File: src/rtl/move_scheduler_if.sv
// Command handshake between the move scheduler and the game FSM.
// The scheduler (master) offers one move per valid/ready handshake.
interface move_scheduler_if;
  logic       cmd_valid;
  logic       cmd_ready;
  logic [1:0] cmd;

  modport master (output cmd_valid, output cmd, input cmd_ready);
  modport slave  (input cmd_valid, input cmd, output cmd_ready);
endinterface

File: src/rtl/move_scheduler.sv
// Timing and arbitration front-end for the game FSM's move_block step.
// Generates gravity ticks, auto-repeats held left/right keys, merges all
// move requests onto one valid/ready command port and tracks lines/level.
module move_scheduler #(
  parameter int BASE_PERIOD     = 25_000_000,
  parameter int PERIOD_STEP     = 2_000_000,
  parameter int MIN_PERIOD      = 2_500_000,
  parameter int DAS_DELAY       = 8_000_000,
  parameter int DAS_REPEAT      = 2_500_000,
  parameter int LINES_PER_LEVEL = 10,
  parameter int MAX_LEVEL       = 9
) (
  input  logic             clk,
  input  logic             reset,
  input  logic             enable,
  input  logic             game_over,
  input  logic [7:0]       keycode,
  input  logic             lines_valid,
  input  logic [2:0]       lines_count,
  move_scheduler_if.master cmd_if,
  output logic [3:0]       level,
  output logic [15:0]      lines_total,
  output logic [31:0]      gravity_period
);

  localparam logic [7:0] KEY_LEFT  = 8'h04;
  localparam logic [7:0] KEY_RIGHT = 8'h07;
  localparam logic [7:0] KEY_DROP  = 8'h16;
  localparam logic [7:0] KEY_ROT   = 8'h1A;

  // Pend/grant vectors are indexed by the command code they produce.
  localparam int CMD_DOWN  = 0;
  localparam int CMD_LEFT  = 1;
  localparam int CMD_RIGHT = 2;
  localparam int CMD_ROT   = 3;

  localparam logic [1:0] K_IDLE   = 2'd0;
  localparam logic [1:0] K_DELAY  = 2'd1;
  localparam logic [1:0] K_REPEAT = 2'd2;
  localparam logic [1:0] K_HOLD   = 2'd3;

  localparam logic [31:0] BASE_P   = 32'(BASE_PERIOD);
  localparam logic [31:0] MIN_P    = 32'(MIN_PERIOD);
  localparam logic [31:0] DELAY_P  = 32'(DAS_DELAY);
  localparam logic [31:0] REPEAT_P = 32'(DAS_REPEAT);
  localparam logic [15:0] LPL_P    = 16'(LINES_PER_LEVEL);
  localparam logic [3:0]  MAXL_P   = 4'(MAX_LEVEL);

  logic        run;
  logic [31:0] grav_cnt_q, grav_cnt_d, grav_limit;
  logic        grav_fire;
  logic [1:0]  kstate_q, kstate_d;
  logic [7:0]  held_key_q, held_key_d;
  logic [31:0] das_q, das_d;
  logic [3:0]  key_onehot, key_set;
  logic        is_action, new_press;
  logic [3:0]  pend_q, pend_d, set_ev, grant;
  logic        issue;
  logic        cmd_valid_q, cmd_valid_d;
  logic [1:0]  cmd_q, cmd_d, cmd_code;
  logic [2:0]  add_lines;
  logic [16:0] total_sum;
  logic [15:0] in_sum;
  logic [15:0] in_level_q, in_level_d;
  logic [15:0] lines_total_q, lines_total_d;
  logic [3:0]  level_q, level_d;
  logic [31:0] gravity_period_q, gravity_period_d;
  int          per_calc;

  assign run = enable && !game_over;

  // Gravity counter: soft drop swaps in the short period; a period that
  // shrinks below the current count fires on the next cycle (>= compare).
  always_comb begin
    grav_limit = (keycode == KEY_DROP) ? MIN_P : gravity_period_q;
    grav_fire  = run && (grav_cnt_q >= grav_limit - 32'd1);
    grav_cnt_d = grav_cnt_q;
    if (grav_fire)
      grav_cnt_d = '0;
    else if (run)
      grav_cnt_d = grav_cnt_q + 32'd1;
  end

  // Key FSM: first press, DAS delay, then auto-repeat; rotate never repeats.
  always_comb begin
    kstate_d   = kstate_q;
    held_key_d = held_key_q;
    das_d      = das_q;
    key_set    = '0;
    key_onehot = '0;
    case (keycode)
      KEY_LEFT:  key_onehot[CMD_LEFT]  = 1'b1;
      KEY_RIGHT: key_onehot[CMD_RIGHT] = 1'b1;
      KEY_ROT:   key_onehot[CMD_ROT]   = 1'b1;
      default:   key_onehot            = '0;
    endcase
    is_action = |key_onehot;
    new_press = is_action && (keycode != held_key_q);
    if (run) begin
      held_key_d = keycode;
      if (!is_action) begin
        kstate_d = K_IDLE;
      end else if (new_press) begin
        key_set = key_onehot;
        if (keycode == KEY_ROT) begin
          kstate_d = K_HOLD;
        end else begin
          kstate_d = K_DELAY;
          das_d    = DELAY_P;
        end
      end else if (kstate_q == K_DELAY || kstate_q == K_REPEAT) begin
        if (das_q <= 32'd1) begin
          key_set  = key_onehot;
          das_d    = REPEAT_P;
          kstate_d = K_REPEAT;
        end else begin
          das_d = das_q - 32'd1;
        end
      end
    end
  end

  // Fixed-priority grant: down > rotate > left > right.
  always_comb begin
    grant = '0;
    if (pend_q[CMD_DOWN])       grant[CMD_DOWN]  = 1'b1;
    else if (pend_q[CMD_ROT])   grant[CMD_ROT]   = 1'b1;
    else if (pend_q[CMD_LEFT])  grant[CMD_LEFT]  = 1'b1;
    else if (pend_q[CMD_RIGHT]) grant[CMD_RIGHT] = 1'b1;
    cmd_code = grant[CMD_ROT]   ? 2'd3 :
               grant[CMD_RIGHT] ? 2'd2 :
               grant[CMD_LEFT]  ? 2'd1 : 2'd0;
    issue = run && (|pend_q) && (!cmd_valid_q || cmd_if.cmd_ready);
  end

  assign set_ev = key_set | {3'b000, grav_fire};

  // Single-bit pend flags: a new event beats the grant clear in the same
  // cycle, and everything drops while the scheduler is not running.
  generate
    for (genvar gi = 0; gi < 4; gi++) begin : g_pend
      assign pend_d[gi] = run && (set_ev[gi] || (pend_q[gi] && !(issue && grant[gi])));
    end
  endgenerate

  // Command port: hold the offer until ready, allow back-to-back issue,
  // and withdraw immediately on game_over.
  always_comb begin
    cmd_valid_d = cmd_valid_q;
    cmd_d       = cmd_q;
    if (game_over) begin
      cmd_valid_d = 1'b0;
    end else if (issue) begin
      cmd_valid_d = 1'b1;
      cmd_d       = cmd_code;
    end else if (cmd_valid_q && cmd_if.cmd_ready) begin
      cmd_valid_d = 1'b0;
    end
  end

  // Line accounting: clamp to 4 rows, saturate the total, one level step per pulse.
  always_comb begin
    add_lines     = (lines_count > 3'd4) ? 3'd4 : lines_count;
    total_sum     = {1'b0, lines_total_q} + 17'(add_lines);
    in_sum        = in_level_q + 16'(add_lines);
    lines_total_d = lines_total_q;
    in_level_d    = in_level_q;
    level_d       = level_q;
    if (lines_valid && !game_over && add_lines != 3'd0) begin
      lines_total_d = total_sum[16] ? 16'hFFFF : total_sum[15:0];
      if (in_sum >= LPL_P) begin
        in_level_d = in_sum - LPL_P;
        if (level_q < MAXL_P)
          level_d = level_q + 4'd1;
      end else begin
        in_level_d = in_sum;
      end
    end
  end

  // Gravity period from the registered level; signed math avoids wrap below zero.
  always_comb begin
    per_calc         = BASE_PERIOD - int'(level_q) * PERIOD_STEP;
    gravity_period_d = (per_calc < MIN_PERIOD) ? MIN_P : $unsigned(per_calc);
  end

  // State registers with synchronous active-low reset.
  always_ff @(posedge clk) begin
    if (!reset) begin
      grav_cnt_q       <= '0;
      kstate_q         <= K_IDLE;
      held_key_q       <= '0;
      das_q            <= '0;
      pend_q           <= '0;
      cmd_valid_q      <= 1'b0;
      cmd_q            <= 2'd0;
      in_level_q       <= '0;
      lines_total_q    <= '0;
      level_q          <= '0;
      gravity_period_q <= BASE_P;
    end else begin
      grav_cnt_q       <= grav_cnt_d;
      kstate_q         <= kstate_d;
      held_key_q       <= held_key_d;
      das_q            <= das_d;
      pend_q           <= pend_d;
      cmd_valid_q      <= cmd_valid_d;
      cmd_q            <= cmd_d;
      in_level_q       <= in_level_d;
      lines_total_q    <= lines_total_d;
      level_q          <= level_d;
      gravity_period_q <= gravity_period_d;
    end
  end

  assign cmd_if.cmd_valid = cmd_valid_q;
  assign cmd_if.cmd       = cmd_q;
  assign level            = level_q;
  assign lines_total      = lines_total_q;
  assign gravity_period   = gravity_period_q;

endmodule
File: src/flat_wrapper.sv
// flat-port wrapper written by rule: the top's interface ports become plain ports
module move_scheduler_flat 
#(
  parameter int BASE_PERIOD     = 25_000_000,
  parameter int PERIOD_STEP     = 2_000_000,
  parameter int MIN_PERIOD      = 2_500_000,
  parameter int DAS_DELAY       = 8_000_000,
  parameter int DAS_REPEAT      = 2_500_000,
  parameter int LINES_PER_LEVEL = 10,
  parameter int MAX_LEVEL       = 9
)
  (clk, reset, enable, game_over, keycode, lines_valid, lines_count, level, lines_total, gravity_period, cmd_if_cmd_valid, cmd_if_cmd, cmd_if_cmd_ready);
  move_scheduler_if cmd_if_i ();
  input  logic clk;
  input  logic reset;
  input  logic enable;
  input  logic game_over;
  input  logic [7:0] keycode;
  input  logic lines_valid;
  input  logic [2:0] lines_count;
  output logic [3:0] level;
  output logic [15:0] lines_total;
  output logic [31:0] gravity_period;
  output wire logic [$bits(cmd_if_i.cmd_valid)-1:0] cmd_if_cmd_valid;
  output wire logic [$bits(cmd_if_i.cmd)-1:0] cmd_if_cmd;
  input wire logic [$bits(cmd_if_i.cmd_ready)-1:0] cmd_if_cmd_ready;
  assign cmd_if_cmd_valid = cmd_if_i.cmd_valid;
  assign cmd_if_cmd = cmd_if_i.cmd;
  assign cmd_if_i.cmd_ready = cmd_if_cmd_ready;
  move_scheduler #(.BASE_PERIOD(BASE_PERIOD), .PERIOD_STEP(PERIOD_STEP), .MIN_PERIOD(MIN_PERIOD), .DAS_DELAY(DAS_DELAY), .DAS_REPEAT(DAS_REPEAT), .LINES_PER_LEVEL(LINES_PER_LEVEL), .MAX_LEVEL(MAX_LEVEL)) u_core (.clk(clk), .reset(reset), .enable(enable), .game_over(game_over), .keycode(keycode), .lines_valid(lines_valid), .lines_count(lines_count), .cmd_if(cmd_if_i), .level(level), .lines_total(lines_total), .gravity_period(gravity_period));
endmodule
File: config.mk
export PLATFORM = sky130hd
export DESIGN_NAME = move_scheduler_flat
export DESIGN_NICKNAME = d
export VERILOG_FILES = /design/src/rtl/move_scheduler_if.sv /design/src/rtl/move_scheduler.sv /design/src/flat_wrapper.sv
export SDC_FILE = /design/constraint.sdc
export NUM_CORES = 1
export LEC_CHECK = 0
export ABC_AREA = 1
export BUFFER_PORTS_ARGS = -buffer_cell sky130_fd_sc_hd__buf_2
export CAP_MARGIN = 20
export CELL_PAD_IN_SITES_DETAIL_PLACEMENT = 1
export CELL_PAD_IN_SITES_GLOBAL_PLACEMENT = 1
export CORE_ASPECT_RATIO = 1.75
export CORE_MARGIN = 8
export CORE_UTILIZATION = 26
export DETAILED_ROUTE_END_ITERATION = 10
export PLACE_DENSITY_LB_ADDON = 0.2
export SETUP_SLACK_MARGIN = 0.02
export SLEW_MARGIN = 25
export SYNTH_ARGS = -nofsm -noshare
export SYNTH_HDL_FRONTEND = slang
export SYNTH_SLANG_ARGS = --single-unit
File: constraint.sdc
create_clock -name clk -period 4.45 [get_ports clk]
set_input_delay 0.6675 -clock clk [delete_from_list [all_inputs] [get_ports clk]]
set_output_delay 0.6675 -clock clk [all_outputs]
set_load 0.02 [all_outputs]
==> impl_metrics.env, run 1 <==
export IMPL_rsz0062_at_grt="false"
export IMPL_synth_edf_count=0
export IMPL_p_leak_nw=5.46
export IMPL_worstSetupEndpointType="register"
export IMPL_placed_area_sq_mm=0.0109
export IMPL_syn2layout_area_growth_pct=13.7
export IMPL_finalSetupTns_ns=0
export IMPL_status="complete, no violations"
export IMPL_finalMaxSlewViolations=0
export IMPL_clock_latency_ns=0.44
export IMPL_vias=9760
export IMPL_rr_endpoint="u_core.gravity_period[10]"
export IMPL_drt_iter0_markers=205
export IMPL_finalSetupViolCount=0
export IMPL_h_tree_depth=4
export IMPL_root_buffer="clkbuf_16"
export IMPL_max_clock_freq_ghz=0.260
export IMPL_hold_violations=0
export IMPL_min_path_cells=2
export IMPL_synth_main_ff_cell="dfxtp_1"
export IMPL_worst_slew_pin_slew_ns=0.968
export IMPL_power_switching_mw=0.933
export IMPL_antenna_cells=0
export IMPL_synth_top_area_share_pct=27.2
export IMPL_avgViaCountPerCell=4.72
export IMPL_die_y_um=277
export IMPL_power_frac_comb_pct=14.0
export IMPL_finish_instance_area_sq_mm=0.0116
export IMPL_holdPathEnd="u_core.das_q[1]"
export IMPL_pwr_share_clk_pct=46.8
export IMPL_antenna_found_initial=2
export IMPL_die_area_sq_mm=0.0459
export IMPL_period_needed_ns=3.85
export IMPL_syn_inst=1509
export IMPL_core_area_sq_mm=0.0389
export IMPL_vdd_drop_max_mv=0.238
export IMPL_worstSetupStartpoint="u_core.level[1]"
export IMPL_intPower_mw=2.38
export IMPL_initial_core_util_pct=26.1
export IMPL_synth_area_leaders="dfxtp_1 27%, nand2_1 13%, nor2_1 7.5%"
export IMPL_utilization_pct=29.7
export IMPL_finalCritPeriodShare_pct=86.5
export IMPL_crit_required_ns=4.77
export IMPL_rows=96
export IMPL_r2r_start="u_core.level[1]"
export IMPL_grt_pass1_wl_um=53800
export IMPL_detail_route_antenna_nets=0
export IMPL_portBuffers=66
export IMPL_dieWidth_um=165
export IMPL_routedWlPerCell_um=16.0
export IMPL_drv_cap=0
export IMPL_switching_share_pct=28.2
export IMPL_cts_path_max_buffers=2
export IMPL_cts_tree="built"
export IMPL_drtPass1Iterations=4
export IMPL_track_usage_pct=14.8
export IMPL_synth_avg_cell_area_sq_um=6.73
export IMPL_skew_ns=0.0112
export IMPL_power_mw=3.31
export IMPL_final_cell_mix="346 x nand2_1, 203 x nor2_1, 158 x inv_1"
export IMPL_finalNonFillerCells=2066
export IMPL_pwr_share_seq_pct=39.3
export IMPL_async_flop_share_pct=0
export IMPL_clk_pin_slew_ns=0.06
export IMPL_setup_worst_path_class="register to register"
export IMPL_max_slew_margin_pct=34.9
export IMPL_power_density_mw_per_mm2=287
export IMPL_drc_errors=0
export IMPL_rrSetupSlack_ns=0.60
export IMPL_yosysUniqueCellTypes=60
export IMPL_crit_fanout=12
export IMPL_hold_buffers=0
export IMPL_place_gp_congestion=0.836
export IMPL_clock_sinks=138
export IMPL_layout_nets=1646
export IMPL_nFillCells=4944
export IMPL_grt_max_degree=33
export IMPL_cts_buffers_inserted=17
export IMPL_io_pins=72
export IMPL_wirelength_um=33000
export IMPL_cts_resized=0
export IMPL_dp_hpwl_um=27000
export IMPL_hp_start="u_core.das_q[1]"
export IMPL_seq_area_frac_synth_pct=27.2
export IMPL_syn_area_sq_mm=0.0102
export IMPL_arrival_ns=4.17
export IMPL_drive_gt1_share_pct=13.3
export IMPL_r2r_cells=18
export IMPL_grt_pass1_vias=10273
export IMPL_synth_warnings=0
export IMPL_post_cts_buffers=0
export IMPL_gr_total_overflow=0
export IMPL_final_common_cell="nand2_1"
export IMPL_dp_cells=2035
export IMPL_ys_ff_latch=138
export IMPL_hold_path_class="register to register"
export IMPL_worst_setup_path_start_kind="register"
export IMPL_yosysTopAreaCell="dfxtp_1"
==> critical path: stages, from the launching register on <==
cell	delay, ns
dfxtp_1	0.34
buf_4	0.20
fa_1	0.60
fa_1	0.43
ha_1	0.38
a21oi_1	0.27
nand2_1	0.08
nand2_1	0.11
nand3_1	0.12
nor2_1	0.19
nand3_1	0.12
nand2_1	0.08
nand2_1	0.05
nand2_1	0.07
nor2_1	0.04
nand2_1	0.29
nand2_1	0.11
nand2_2	0.16
nand2_1	0.07
==> cells in the mapped netlist (6+ instances only) <==
cell      number
dfxtp_1      138
ha_1          58
inv_2         20
nand4_1       32
nor2_2        15
o21ai_2        6
o21ai_0       57
nor4_1         7
clkbuf_1      15
xor2_1        49
a21oi_1       92
inv_1        158
nand3b_1      10
nand2_2       11
nand2_1      346
nor2_1       203
nand3_1       99
nor2_4        10
xnor2_1       33
buf_4         15
nor3_1        36
nand2_4        7
nand3_2        9
fa_1           7
==> per-stage QoR <==
| step | setup slack [ns] | hold WS [ns] |
|---|---|---|
| 2_1_floorplan | 0.869 | 0.444 |
| 3_3_place_gp | 0.301 | 0.456 |
| 3_5_place_dp | 0.305 | 0.461 |
| 4_1_cts | 0.514 | 0.469 |
| 5_1_grt | 0.167 | 0.479 |
| 6_report | 0.602 | 0.470 |
==> cells by family (layout without fill, tap and decap cells) <==
group                    Yosys count  in the layout  share of synthesized area (%)
other                              1              6                         0.0369
flip-flops                       138            138                           27.2
XOR/XNOR                          83             83                           7.23
adder cells (fa/ha/maj)           65             65                           8.53
AO/OA/AOI/OAI                    188            188                           10.4
AND/OR/NAND/NOR                  809            809                           37.2
buffers and inverters            224            286                           9.29
multiplexers                       1              1                         0.0986
==> routing by layer <==
metal	up-vias	share of wire (%)	wire length (um)	GRT usage (%)
met5	-	0	0	0
met4	0	2.8	911	5.49
met3	48	1.5	505	2.11
met2	95	56	18600	28.9
met1	4656	39	13000	15.2
li1	4961	-	-	-
==> power by group through the flow <==
stage	logic (mW)	clock network [mW]	registers [mW]
after floorplan	0.337	0	1.33
after global placement	0.467	0	1.33
after detailed placement	0.474	0	1.33
after CTS	0.475	1.60	1.30
after global routing	0.525	1.65	1.30
final	0.463	1.55	1.30
==> final cells by class <==
type                    instances  area, sq um  area share [%]
inverters                     180          677            5.86
clock buffers                  20          457            3.95
clock inverters                11          169            1.46
multi-input cells            1152         6470            56.1
well taps                     490          613            5.31
flip-flops and latches        138         2760            23.9
repair buffers                 75          398            3.44
==> worst max path at each step <==
stage,endpoint,slack [ns]
after floorplan,u_core.gravity_period[22],0.87
after global placement,u_core.grav_cnt_q[26],0.30
after detailed placement,u_core.grav_cnt_q[30],0.31
after CTS,u_core.gravity_period[15],0.51
after global routing,u_core.gravity_period[15],0.17
final,u_core.gravity_period[10],0.60
==> sequential cells by signal, indices dropped and copies added (netlist names) <==
register,cells
u_core.cmd_if.cmd_valid,1
u_core.in_level_q,16
u_core.kstate_q,2
u_core.cmd_if.cmd,2
u_core.grav_cnt_q,32
u_core.gravity_period,21
u_core.level,4
u_core.held_key_q,8
u_core.pend_q,4
u_core.lines_total,16
u_core.das_q,32
Power figures use the tool's default switching activity.
==> inputs of run 2 (changes only) <==
--- a/config.mk
+++ b/config.mk
@@ -12,7 +12,8 @@
 export CELL_PAD_IN_SITES_GLOBAL_PLACEMENT = 1
 export CORE_ASPECT_RATIO = 1.75
 export CORE_MARGIN = 8
-export CORE_UTILIZATION = 26
+export CORE_UTILIZATION = 46
+export CTS_BUF_LIST = sky130_fd_sc_hd__clkbuf_2
 export DETAILED_ROUTE_END_ITERATION = 10
 export PLACE_DENSITY_LB_ADDON = 0.2
 export SETUP_SLACK_MARGIN = 0.02
==> impl_metrics.env, run 2 (synthesis gave the netlist of run 1 again) <==
export IMPL_status="complete, no violations"
export IMPL_syn2layout_area_growth_pct=7.22
export IMPL_h_tree_depth=4
export IMPL_worst_setup_path_start_kind="register"
export IMPL_grt_pass1_wl_um=50900
export IMPL_finalSetupTns_ns=0
export IMPL_worstSetupStartpoint="u_core.level[2]"
export IMPL_portBuffers=66
export IMPL_finalNonFillerCells=1872
export IMPL_cts_resized=0
export IMPL_crit_fanout=12
export IMPL_power_density_mw_per_mm2=230
export IMPL_hold_violations=0
export IMPL_drc_errors=0
export IMPL_final_cell_mix="346 x nand2_1, 203 x nor2_1, 158 x inv_1"
export IMPL_wirelength_um=30400
export IMPL_place_gp_congestion=0.878
export IMPL_max_slew_margin_pct=34.3
export IMPL_hold_path_class="input pin to register"
export IMPL_track_usage_pct=23.3
export IMPL_initial_core_util_pct=46.4
export IMPL_post_cts_buffers=0
export IMPL_routedWlPerCell_um=16.2
export IMPL_skew_ns=0.0436
export IMPL_final_common_cell="nand2_1"
export IMPL_dp_hpwl_um=24500
export IMPL_crit_required_ns=5.18
export IMPL_setup_worst_path_class="register to register"
export IMPL_grt_pass1_vias=10644
export IMPL_detail_route_antenna_nets=0
export IMPL_max_clock_freq_ghz=0.247
export IMPL_rrSetupSlack_ns=0.40
export IMPL_drtPass1Iterations=4
export IMPL_layout_nets=1644
export IMPL_clock_sinks=138
export IMPL_antenna_found_initial=1
export IMPL_drive_gt1_share_pct=13.1
export IMPL_dieWidth_um=128
export IMPL_io_pins=72
export IMPL_rr_endpoint="u_core.gravity_period[15]"
export IMPL_vias=9971
export IMPL_drt_iter0_markers=283
export IMPL_r2r_cells=16
export IMPL_die_area_sq_mm=0.0273
export IMPL_die_y_um=213
export IMPL_clk_pin_slew_ns=0.21
export IMPL_finalMaxSlewViolations=0
export IMPL_hold_buffers=0
export IMPL_root_buffer="clkbuf_2"
export IMPL_p_leak_nw=5.28
export IMPL_period_needed_ns=4.05
export IMPL_cts_buffers_inserted=17
export IMPL_vdd_drop_max_mv=0.190
export IMPL_avgViaCountPerCell=5.33
export IMPL_finalCritPeriodShare_pct=91.0
export IMPL_rsz0062_at_grt="false"
export IMPL_finalSetupViolCount=0
export IMPL_rows=72
export IMPL_arrival_ns=4.78
export IMPL_r2r_start="u_core.level[2]"
export IMPL_clock_latency_ns=0.81
export IMPL_dp_cells=1839
export IMPL_drv_cap=0
export IMPL_grt_max_degree=53
export IMPL_cp_endpoint="u_core.gravity_period[15]"
export IMPL_cts_tree="built"
export IMPL_gr_total_overflow=0
export IMPL_worst_slew_pin_slew_ns=0.985
export IMPL_worstSetupEndpointType="register"
export IMPL_core_area_sq_mm=0.0219
export IMPL_cts_path_max_buffers=2
[run 2: cell count changes in the layout (fill, tap and decap cells not counted), sizes merged]
cell / delta
clkinv: +6
bufinv: -2
inv: -1
buf: -2
clkbuf: -3
diode: +1
clkinvlp: +1
[run 2: final cells by class]
cell class                 count  area, sq um
fill                        3015        11000
multi-input combinational   1152         6470
sequential                   138         2760
inverter                     180          677
timing repair buffer          73          383
tap                          296          370
clock inverter                15          134
clock buffer                  17         85.1
antenna                        1         2.50
[run 2: critical path, cell delays in order, from the launching register on]
cell and delay (ns):
dfxtp_1 0.73, inv_1 0.21, ha_1 0.34, fa_1 0.52, fa_1 0.60, nand2_1 0.11, nor2_1 0.15, nand3_1 0.13
nor2_1 0.18, nand3_1 0.12, nand2_1 0.08, nand2_1 0.05, nand2_1 0.07, nor2_1 0.04, nand2_1 0.28, nand3_1 0.22
nor2_1 0.15
[run 2: metal layers]
metal	track usage [%]	part of all wire [%]	vias up
met5	0	0	-
met4	9.98	2.8	0
met3	3.47	2.0	48
met2	46.8	57	122
met1	22.5	38	4846
li1	-	-	4955
[run 2: worst min path at each step]
stage | startpoint | depth (start not counted) | endpoint | slack (ns)
6_report | game_over | 2 | u_core.cmd_if.cmd_valid | 0.09
5_1_grt | game_over | 2 | u_core.cmd_if.cmd_valid | 0.007
4_1_cts | game_over | 2 | u_core.cmd_if.cmd_valid | 0.008
3_5_place_dp | u_core.das_q[1] | 2 | u_core.das_q[1] | 0.47
3_3_place_gp | u_core.das_q[1] | 2 | u_core.das_q[1] | 0.45
2_1_floorplan | u_core.das_q[1] | 2 | u_core.das_q[1] | 0.44
[run 2: metrics by stage]
stage	power [mW]	setup slack (ns)	util, %	instance area (sq um)	hold WS, ns
2_1_floorplan	1.67	0.869	-	10200	0.444
3_3_place_gp	1.78	0.506	48.7	10700	0.452
3_5_place_dp	1.79	0.391	48.7	10700	0.466
4_1_cts	2.55	0.328	49.7	10900	0.00787
5_1_grt	2.65	0.0271	49.7	10900	0.00718
6_report	2.51	0.400	49.7	10900	0.0862
[run 2: where the power goes]
| part | internal, mW | switching (mW) | leakage, nW |
|---|---|---|---|
| clock network | 0.247 | 0.495 | 0.136 |
| logic | 0.148 | 0.315 | 4.02 |
| registers | 1.27 | 0.0337 | 1.12 |
